==> src/rtl/instruction_fetch.sv <==
// RV32I fetch stage: PC register, next-PC selection and registered instruction/exception.
// Optional one-entry sequential prefetch register enabled by defining IF_PREFETCH_EN.
module instruction_fetch #(
  parameter logic [31:0] RESET_PC  = 32'h0000_0000,
  parameter int          MEM_WORDS = 8
) (
  input  logic                     clk,
  input  logic                     reset,
  input  logic [31:0]              branch_target,
  input  logic                     branch_taken,
  input  logic                     jump_taken,
  input  logic [31:0]              jump_target,
  input  logic                     interrupt_taken,
  input  logic [31:0]              interrupt_vector,
  input  logic                     stall,
  input  logic [32*MEM_WORDS-1:0]  instruction_memory_input,
  output logic [31:0]              pc,
  output logic [31:0]              instruction,
`ifdef IF_PREFETCH_EN
  output logic                     prefetch_valid,
`endif
  output logic                     exception
);

  // MEM_WORDS is a power of two and at least 2, so the index is exactly IDX_W bits.
  localparam int IDX_W = $clog2(MEM_WORDS);

  typedef enum logic {
    ST_START,
    ST_RUN
  } state_t;

  state_t              state_reg;
  state_t              state_next;
  logic [31:0]         pc_next;
  logic [31:0]         instruction_next;
  logic                exception_next;
  logic                hold;
  logic                sequential;
  logic [IDX_W-1:0]    fetch_index;
  logic [31:0]         fetch_word;
  logic [31:0]         mem_word [MEM_WORDS];

  genvar gi;
  generate
    for (gi = 0; gi < MEM_WORDS; gi++) begin : g_unpack
      assign mem_word[gi] = instruction_memory_input[32*gi +: 32];
    end
  endgenerate

  function automatic logic fetch_fault(input logic [1:0] addr_lsb, input logic [31:0] word);
    return (addr_lsb != 2'b00) || (word == 32'hFFFF_FFFF);
  endfunction

  // Next-PC selection; redirects outrank stall, and START ignores all control inputs.
  always_comb begin
    state_next = state_reg;
    pc_next    = pc;
    hold       = 1'b0;
    sequential = 1'b0;
    case (state_reg)
      ST_START: begin
        pc_next    = RESET_PC;
        state_next = ST_RUN;
      end
      default: begin
        if (interrupt_taken) begin
          pc_next = interrupt_vector;
        end else if (jump_taken) begin
          pc_next = jump_target;
        end else if (branch_taken) begin
          pc_next = branch_target;
        end else if (stall) begin
          hold = 1'b1;
        end else begin
          pc_next    = pc + 32'd4;
          sequential = 1'b1;
        end
      end
    endcase
  end

  assign fetch_index = pc_next[IDX_W+1:2];
  assign fetch_word  = mem_word[fetch_index];

`ifdef IF_PREFETCH_EN
  logic [31:0]      prefetch_reg;
  logic             prefetch_valid_reg;
  logic [IDX_W-1:0] prefetch_index;
  logic [31:0]      prefetch_word;
  logic [31:0]      selected_word;

  // Index arithmetic wraps inside the aliased window exactly as next_pc+4 would.
  assign prefetch_index = fetch_index + IDX_W'(1);
  assign prefetch_word  = mem_word[prefetch_index];

  always_comb begin
    selected_word = fetch_word;
    if (sequential && prefetch_valid_reg) begin
      selected_word = prefetch_reg;
    end
  end

  always_ff @(posedge clk or posedge reset) begin
    if (reset) begin
      prefetch_reg       <= 32'h0;
      prefetch_valid_reg <= 1'b0;
    end else if (!hold) begin
      prefetch_reg       <= prefetch_word;
      prefetch_valid_reg <= 1'b1;
    end
  end

  assign prefetch_valid = prefetch_valid_reg;
`else
  logic [31:0] selected_word;
  assign selected_word = fetch_word;
`endif

  assign instruction_next = selected_word;
  assign exception_next   = fetch_fault(pc_next[1:0], selected_word);

  always_ff @(posedge clk or posedge reset) begin
    if (reset) begin
      state_reg   <= ST_START;
      pc          <= RESET_PC;
      instruction <= 32'h0;
      exception   <= 1'b0;
    end else begin
      state_reg <= state_next;
      if (!hold) begin
        pc          <= pc_next;
        instruction <= instruction_next;
        exception   <= exception_next;
      end
    end
  end

endmodule

==> config.mk <==
export PLATFORM = sky130hd
export DESIGN_NAME = instruction_fetch
export DESIGN_NICKNAME = d
export VERILOG_FILES = /design/src/rtl/instruction_fetch.sv
export SDC_FILE = /design/constraint.sdc
export NUM_CORES = 1
export LEC_CHECK = 0
export BUFFER_PORTS_ARGS = -buffer_cell sky130_fd_sc_hd__buf_2
export CAP_MARGIN = 40
export CORE_AREA = 2 2 165 167
export DETAILED_ROUTE_END_ITERATION = 7
export DIE_AREA = 0 0 167 169
export PLACE_DENSITY = 0.61
export SYNTH_ARGS = -nofsm -noshare
export SYNTH_HDL_FRONTEND = slang
export SYNTH_SLANG_ARGS = --single-unit
==> constraint.sdc <==
create_clock -name clk -period 3.55 [get_ports clk]
set_clock_uncertainty 0.05 [all_clocks]
set_input_delay 0.355 -clock clk [delete_from_list [all_inputs] [get_ports clk]]
set_output_delay 0.355 -clock clk [all_outputs]
set_load 0.05 [all_outputs]
## Word level (Yosys, flattened, before mapping)

Index checks and enable logic that the tools add are counted.

| operators by class | value |
|---|---|
| bitwise operators | 2 |
| equal/unequal tests | 2 |
| $add $sub $neg | 1 |
| reduce and logical (&&, ||, !) cells | 3 |
| multiplexer cells | 13 |
| magnitude comparators | 1 |

Operator list:

| kind | count |
|---|---|
| two-way mux 32 bit | 7 |
| binary-select mux 32 bit (select 3 bit) | 1 |
| adder 32 x 3 -> 32 bit (second input constant) | 1 |
| equality test 32 bit (second input constant) | 1 |
| two-way mux 1 bit | 5 |
| inequality test 5 bit (second input constant) | 1 |
| >= comparator 4 bit (second input constant) | 1 |
| inverter 3 -> 4 bit | 1 |
| AND reduction 2 bit | 1 |
| nonzero test 2 bit | 1 |
| logical OR 1 bit | 1 |
| inverter 1 bit | 1 |

| word-level totals | value |
|---|---|
| logic and storage cells | 27 |
| register bits | 66 |
| input port bits | 358 |
| output and inout bits | 65 |

## Depth between registers and ports, before layout

Gate-level depths: netlist of run 1.

| logic depth | value |
|---|---|
| depth in word-level cells | 12 |
| mapped depth | 14 |
| mapped depth without buffers | 11 |

## Worst setup path after synthesis of run 1

Ideal clock, no wire load.

| timing path | value |
|---|---|
| kind | flip-flop to flip-flop |
| start point | reg pc[2] |
| end point | reg exception |
| data required time | 3.423 ns |
| arrival time | 2.833 ns |
| slack | 0.591 ns |
| setup time | 0.077 ns |
| path buffers | 3 |
| period minus slack after synthesis | 2.959 ns |
| cell stages (with the launch flop) | 15 |
| cells stage by stage | dfrtp_1 -> ha_1 -> nor2b_2 -> mux2_4 -> o21a_1 -> buf_6 -> clkinv_4 -> buf_6 -> buf_6 -> nor2_1 -> a32oi_1 -> nand3_1 -> nor4_1 -> o2111ai_1 -> o21ai_1 |

| on the way | value |
|---|---|
| longest elaborated chain between the ends | 12 |

RTL lines:

| element | RTL line | source |
|---|---|---|
| from (decl) | 17 | `output logic [31:0] pc,` |
| from (signal assigned) | 132 | `pc <= pc_next;` |
| adder 32 x 3 -> 32 bit | 76 | `pc_next = pc + 32'd4;` |
| two-way mux 32 bit (*) | 73 | `end else if (stall) begin` |
| two-way mux 32 bit (*) | 71 | `end else if (branch_taken) begin` |
| two-way mux 32 bit (*) | 69 | `end else if (jump_taken) begin` |
| two-way mux 32 bit (*) | 67 | `if (interrupt_taken) begin` |
| two-way mux 32 bit (*) | 61 | `case (state_reg)` |
| inverter 3 -> 4 bit (implied by the code) (*) | 84 | `assign fetch_word = mem_word[fetch_index];` |
| binary-select mux 32 bit (select 3 bit) (*) | 84 |  |
| two-way mux 32 bit (implied by the code) (*) (2 in a row) | 84 |  |
| equality test 32 bit (*) | 52 | `return (addr_lsb != 2'b00) \|\| (word == 32'hFFFF_FFFF);` |
| logical OR 1 bit (*) | 52 |  |
| to (signal assigned) | 134 | `exception <= exception_next;` |
| to (decl) | 22 | `output logic exception` |

Every way passes the cells marked *; elsewhere a longest branch is shown, timed or not. The select of a mux whose other input is x is not followed.
A chain may end at the register's enable or synchronous reset.

## Final worst setup path of run 1

Same ends and word-level chain as after synthesis.

==> results of run 1 <==
[worst paths after layout]
path | start | to | slack (ps) | depth (start not counted)
hold reg to reg | instruction[30]$_DFFE_PP0N_ | instruction[30]$_DFFE_PP0N_ | 410 | 2
setup / recovery | pc[2]$_DFFE_PP0N_ | exception$_DFFE_PP0N_ | 190 | 11
min in group asynchronous | reset | pc[24]$_DFFE_PP0P_ | 490 | 3
hold / removal | branch_target[25] | pc[25]$_DFFE_PP0P_ | 270 | 3
setup reg to reg | pc[2]$_DFFE_PP0N_ | exception$_DFFE_PP0N_ | 190 | 11
max in group asynchronous | reset | pc[21]$_DFFE_PP0P_ | 2320 | 4
[area by class of cell]
type                            count  share of cell area
Antenna cell                        1           0.0002811
Clock buffer                       11             0.02727
Multi-Input combinational cell    666              0.4625
Tap cell                          341             0.04793
Sequential cell                    66              0.1855
Timing Repair Buffer              449              0.2687
Inverter                            7            0.004357
Clock inverter                      5            0.003373
[what timing repair did]
action | 4_1_cts | 5_1_grt
hold buffers | 1 | 0
endpoints found under the hold margin | 18 | 0
endpoints found under the setup margin | 0 | 1
setup buffers | 0 | 0
resized for setup | 0 | 1
[worst reg2reg max path, delay by kind of cell, from the launching register on]
family	cells	cell delay, ps
fa+ha+maj	1	300
simple gates	1	120
buf+inv	1	420
flops	1	420
mux	1	300
compound gates	7	1680
[where the power goes]
group	leakage [nW]	total, mW	internal (mW)	switching, mW
Sequential	0.810	0.938	0.849	0.0884
Clock	0.131	0.867	0.489	0.378
Combinational	3.37	1.39	0.480	0.906
Total	4.31	3.19	1.82	1.37
[cell families after synthesis]
family / after synthesis
AND/OR/NAND/NOR: 325
AO/OA/AOI/OAI: 237
multiplexers: 88
buffers and inverters: 77
flip-flops: 66
XOR/XNOR: 14
adder cells (fa/ha/maj): 1
other: 1
[through the flow]
stage               setup slack (ps)  cells  hold slack [ps]  power (mW)  utilization
floorplan                      590.6    809            495.3       1.822            -
global placement               142.0   1527            397.2       2.325       0.3243
detailed placement             93.90   1528            329.2       2.337       0.3251
CTS                            74.26   1545            255.5       3.234       0.3357
global route                   20.40   1546            286.1       3.364       0.3359
finish                         194.7   1546            269.1       3.191       0.3359
[cells in the final DEF, fill, tap and decap left out, types with 15 or more instances in the layout]
cell type	count
dfrtp_1	66
o221ai_1	22
nor2_1	64
a21oi_1	61
nand3_1	47
a221oi_1	25
buf_4	20
nand2_1	158
o21ai_0	46
buf_2	422
mux2i_1	75
nand4_1	15
[layer usage]
metal | share of wire | vias to the layer above
li1 | - | 3784
met1 | 0.41 | 3807
met2 | 0.50 | 434
met3 | 0.075 | 45
met4 | 0.020 | 4
met5 | 0.00074 | -
==> impl_metrics.ini, run 1 <==
[sta]
fmax_mhz = 298.0
drv_slew = 0
min_period_over_period = 0.9452
max-slew-margin-rel = 0.5609
tns_ps = 0
setup_viol = 0
grt_setup_unrepaired = false
fin_crit_ps = 3355
worstMarginPinSlew_ps = 649.5
report.final.hold_viol_count = 0

[global_routing]
grt_max_degree = 71
grt_use_met1 = 0.2590
grt_use_met3 = 0.04466
grt_pass1_wl_um = 45920
overflow = 0
grt_pass1_vias = 7847
antenna_found_initial = 4
grt_use_met2 = 0.3736
top_usage_layer = met2
grtUsageTotal = 0.2109

[setup_path]
start_kind = register
criticalPathCategory = register to register
cp_top_family = compound AO/OA/AOI/OAI gates
critPathArrivalTime_ps = 3570
end_kind = register
path_buf_inv = 1
required_ps = 3760
path_cells = ha_1 > mux2_1 > o31a_1 > nand2_4 > buf_4 > a21oi_1 > a221oi_1 > a31oi_1 > a211oi_1 > o2111ai_1 > o21ai_1
critPathMaxStageDelay_ps = 440
cp_slowest_cell = a221oi_1
crit_fanout = 41

[synth]
ys_top_cells_by_count = 158 x nand2_1, 75 x mux2i_1, 66 x dfrtp_1
syn_area_mm2 = 0.006197
syn-num-nets = 1168
yosysMostFrequentCell = nand2_1
synth-xor-area-share = 0.01979
yosys_warnings = 0
muxShareOfSynthArea = 0.1496
synth-seq-area-share = 0.2665
avgSynthCellArea_um2 = 7.660
synth_async_sr_flop_share = 1.000
yosys.area_share.adder = 0.002019
netlist.area_leader.share = 0.2665
synth_flop_cell = dfrtp_1
synth_top_family_by_area = compound AO/OA/AOI/OAI gates
yosysTopAreaCell = dfrtp_1
synth_area_leaders = dfrtp_1 27%, mux2i_1 12%, nand2_1 9.6%, a21oi_1 4.9%, nand3_1 3.9%
synth_cell_types = 64
ys_ff_latch = 66
synth_compound_area_frac = 0.2613
synth_edf_count = 0
synthCells = 809
synth_simple_gate_area_frac = 0.2300

[drt]
routed_wl_um = 31270
detail-route-antenna-nets = 0
dr.pass1.iters = 5
num_vias = 8074
avgViaCountPerCell = 5.223
drc = 0
drt-wirelength-per-cell_um = 20.23
drt_iter0_markers = 681

[placed_design]
dpl_cell_area_mm2 = 0.008615
hpwl_um = 25400
routabilityCongestion = 0.8691
port_buffers = 422

[pwr]
leakage_nw = 4.307
p_per_area_mw_per_mm2 = 358.4
ir_drop_mv = 0.2166

[clocking]
cts_tree = built
clk_pin_slew_worst_paths_ps = 60
cts_buffers = 9
cts-htree-levels = 3
cts-root-buf = clkbuf_16
clock-sinks = 66
clk_latency_ps = 340
clockBufferDepth = 2

[layout]
drive_gt1_frac = 0.4103
area_delta_synth_final_pct = 43.65
fin_area_mm2 = 0.008902
register_area_mm2 = 0.001652
reg_top3 = instruction x32, pc x32
n_fill_cell = 2898
fin_nets = 1558
multi_input_area_mm2 = 0.004118

[worst_hold_path]
hp-class = input pin to register

[floorplanning]
fp.dieArea_mm2 = 0.02822
coreArea_mm2 = 0.02650
die_y_um = 169
start_util = 0.2339
num_io_pins = 423
die_w_um = 167
rows = 60

[outcome]
status = completed

[run]
cap_violations = 0
(Power assumes the default switching activity.)
==> inputs of run 2 (changes only) <==
Settings changed: CORE_AREA 2 2 165 167 to 2 2 163 165, CTS_BUF_LIST set to sky130_fd_sc_hd__clkbuf_4 sky130_fd_sc_hd__clkbuf_8, DIE_AREA 0 0 167 169 to 0 0 165 167, PLACE_DENSITY 0.61 to 0.62.
==> run 2 against run 1 <==
Compared with the run above: count of clock-buffer cells in the layout is 1 lower; cell count up 0.32%; highest routed layer unchanged; clock power fell by 9.0%; worst setup slack gained 21 ps; first-iteration DRC count is 6.9% higher; global-route usage is 2.7 points higher; sequential share of layout area increased by 0.084 points; final area is 0.45% lower; non-clock buffer count up 2; die area shrank 2.4%; combinational power is essentially flat; largest cell class unchanged; critical path depth is 2 higher.
==> impl_metrics.ini, run 2 (synthesized netlist as in run 1, its figures left out) <==
[layout]
final_cell_mix = 422 x buf_2, 157 x nand2_1, 75 x mux2i_1
drive_gt1_frac = 0.4129
n_fill_cell = 2889
reg_top3 = instruction x32, pc x32
fin_nets = 1560
fin_area_mm2 = 0.008862
final_common_cell = buf_2
area_delta_synth_final_pct = 43.00

[floorplanning]
rows = 59
start_util = 0.2405
fp.dieArea_mm2 = 0.02756
die_w_um = 165
coreArea_mm2 = 0.02576
num_io_pins = 423
die_y_um = 167

[global_routing]
grt_pass1_wl_um = 48490
grt_pass1_vias = 7802
overflow = 0
antenna_found_initial = 16
grtUsageTotal = 0.2374
grt_max_degree = 71

[pwr]
combPwrFrac = 0.448
clkPwrFrac = 0.252
leakage_nw = 4.291
p_switching_mw = 1.386
p_sw_frac = 0.4430
ir_drop_mv = 0.1710
pwr-share-seq = 0.300
internal_power_mw = 1.743
p_per_area_mw_per_mm2 = 353.1

[drt]
routed_wl_um = 34350
avgViaCountPerCell = 5.274
drt-wirelength-per-cell_um = 22.14
num_vias = 8180
dr.pass1.iters = 6
drt_iter0_markers = 728
drc = 0
detail-route-antenna-nets = 0

[setup_path]
criticalPathCategory = register to register
crit_fanout = 29
path_cells = ha_1 > nor2b_2 > mux2_4 > o21a_2 > clkinv_4 > buf_12 > buf_4 > a21oi_1 > a221oi_1 > nor2_1 > a211oi_1 > nand3_1 > o21ai_1
critPathArrivalTime_ps = 3590
start_kind = register
end_kind = register
cp_slowest_cell = dfrtp_1
path_buf_inv = 3
required_ps = 3800
critPathMaxStageDelay_ps = 430
cp_top_family = compound AO/OA/AOI/OAI gates

[clocking]
cts-htree-levels = 3
clk_pin_slew_worst_paths_ps = 90
clk_latency_ps = 370
cts_buffers = 9
clockBufferDepth = 2
cts-root-buf = clkbuf_8
cts_tree = built
ctsResizeCount = 0
cts_setup_buffers = 0
clock-sinks = 66

[run]
cap_violations = 0

[sta]
max-slew-margin-rel = 0.5153
report.final.hold_viol_count = 0
worstMarginPinSlew_ps = 727.0
tns_ps = 0
fin_crit_ps = 3334
drv_slew = 0
grt_setup_unrepaired = false
min_period_over_period = 0.9391
fmax_mhz = 300.0
setup_viol = 0

[placed_design]
routabilityCongestion = 0.9098
hpwl_um = 28010
dpl_cell_area_mm2 = 0.008600
port_buffers = 422

[worst_hold_path]
hp-class = input pin to register

[outcome]
status = completed
==> run 2: final timing paths <==
kind,cells past startpoint,from,slack [ps],endpoint
setup reg to reg,13,pc[2]$_DFFE_PP0N_,220,exception$_DFFE_PP0N_
min in group asynchronous,3,reset,530,instruction[22]$_DFFE_PP0N_
max in group asynchronous,4,reset,2240,pc[10]$_DFFE_PP0P_
setup / recovery,13,pc[2]$_DFFE_PP0N_,220,exception$_DFFE_PP0N_
hold / removal,3,branch_target[27],220,pc[27]$_DFFE_PP0P_
hold reg to reg,2,instruction[29]$_DFFE_PP0N_,430,instruction[29]$_DFFE_PP0N_
==> run 2: metal layers <==
metal  track usage  wire [um]
met5             0         69
met4       0.06843        705
met3       0.05255       3017
met2        0.4259      17450
met1        0.2802      13100
==> run 2: power groups by stage <==
stage                     Sequential [mW]  Clock (mW)  Combinational (mW)
after floorplan                      1.27           0               0.550
after global placement              0.951           0                1.40
after detailed placement            0.950           0                1.41
after CTS                           0.937       0.811                1.41
after global routing                0.951       0.837                1.50
final                               0.938       0.789                1.40
==> run 2: worst min-delay path: stages <==
cell	delay [ps]
buf_2	80
a211oi_1	60
o21ai_1	110
==> run 2: area by class of cell <==
class / instances / area, um2 / share of cell area
Clock inverter: 6 / 90.09 / 0.01017
Tap cell: 335 / 419.2 / 0.04730
Sequential cell: 66 / 1652 / 0.1864
Timing Repair Buffer: 451 / 2382 / 0.2688
Antenna cell: 10 / 25.02 / 0.002824
Clock buffer: 10 / 137.6 / 0.01553
Inverter: 7 / 36.28 / 0.004094
Multi-Input combinational cell: 666 / 4120 / 0.4649
==> run 2: through the flow <==
step	total power, mW	util	hold WS [ps]	worst slack [ps]	cells
after floorplan	1.822	-	495.3	590.6	809
after global placement	2.352	0.3330	403.5	284.1	1523
after detailed placement	2.360	0.3338	370.7	232.3	1524
after CTS	3.162	0.3430	193.2	206.7	1541
after global routing	3.288	0.3438	214.3	17.10	1549
final	3.129	0.3440	222.7	216.1	1551
==> run 2: what timing repair did <==
item	CTS	global route
hold buffers	1	0
endpoints found under the setup margin	0	0
endpoints found under the hold margin	23	0
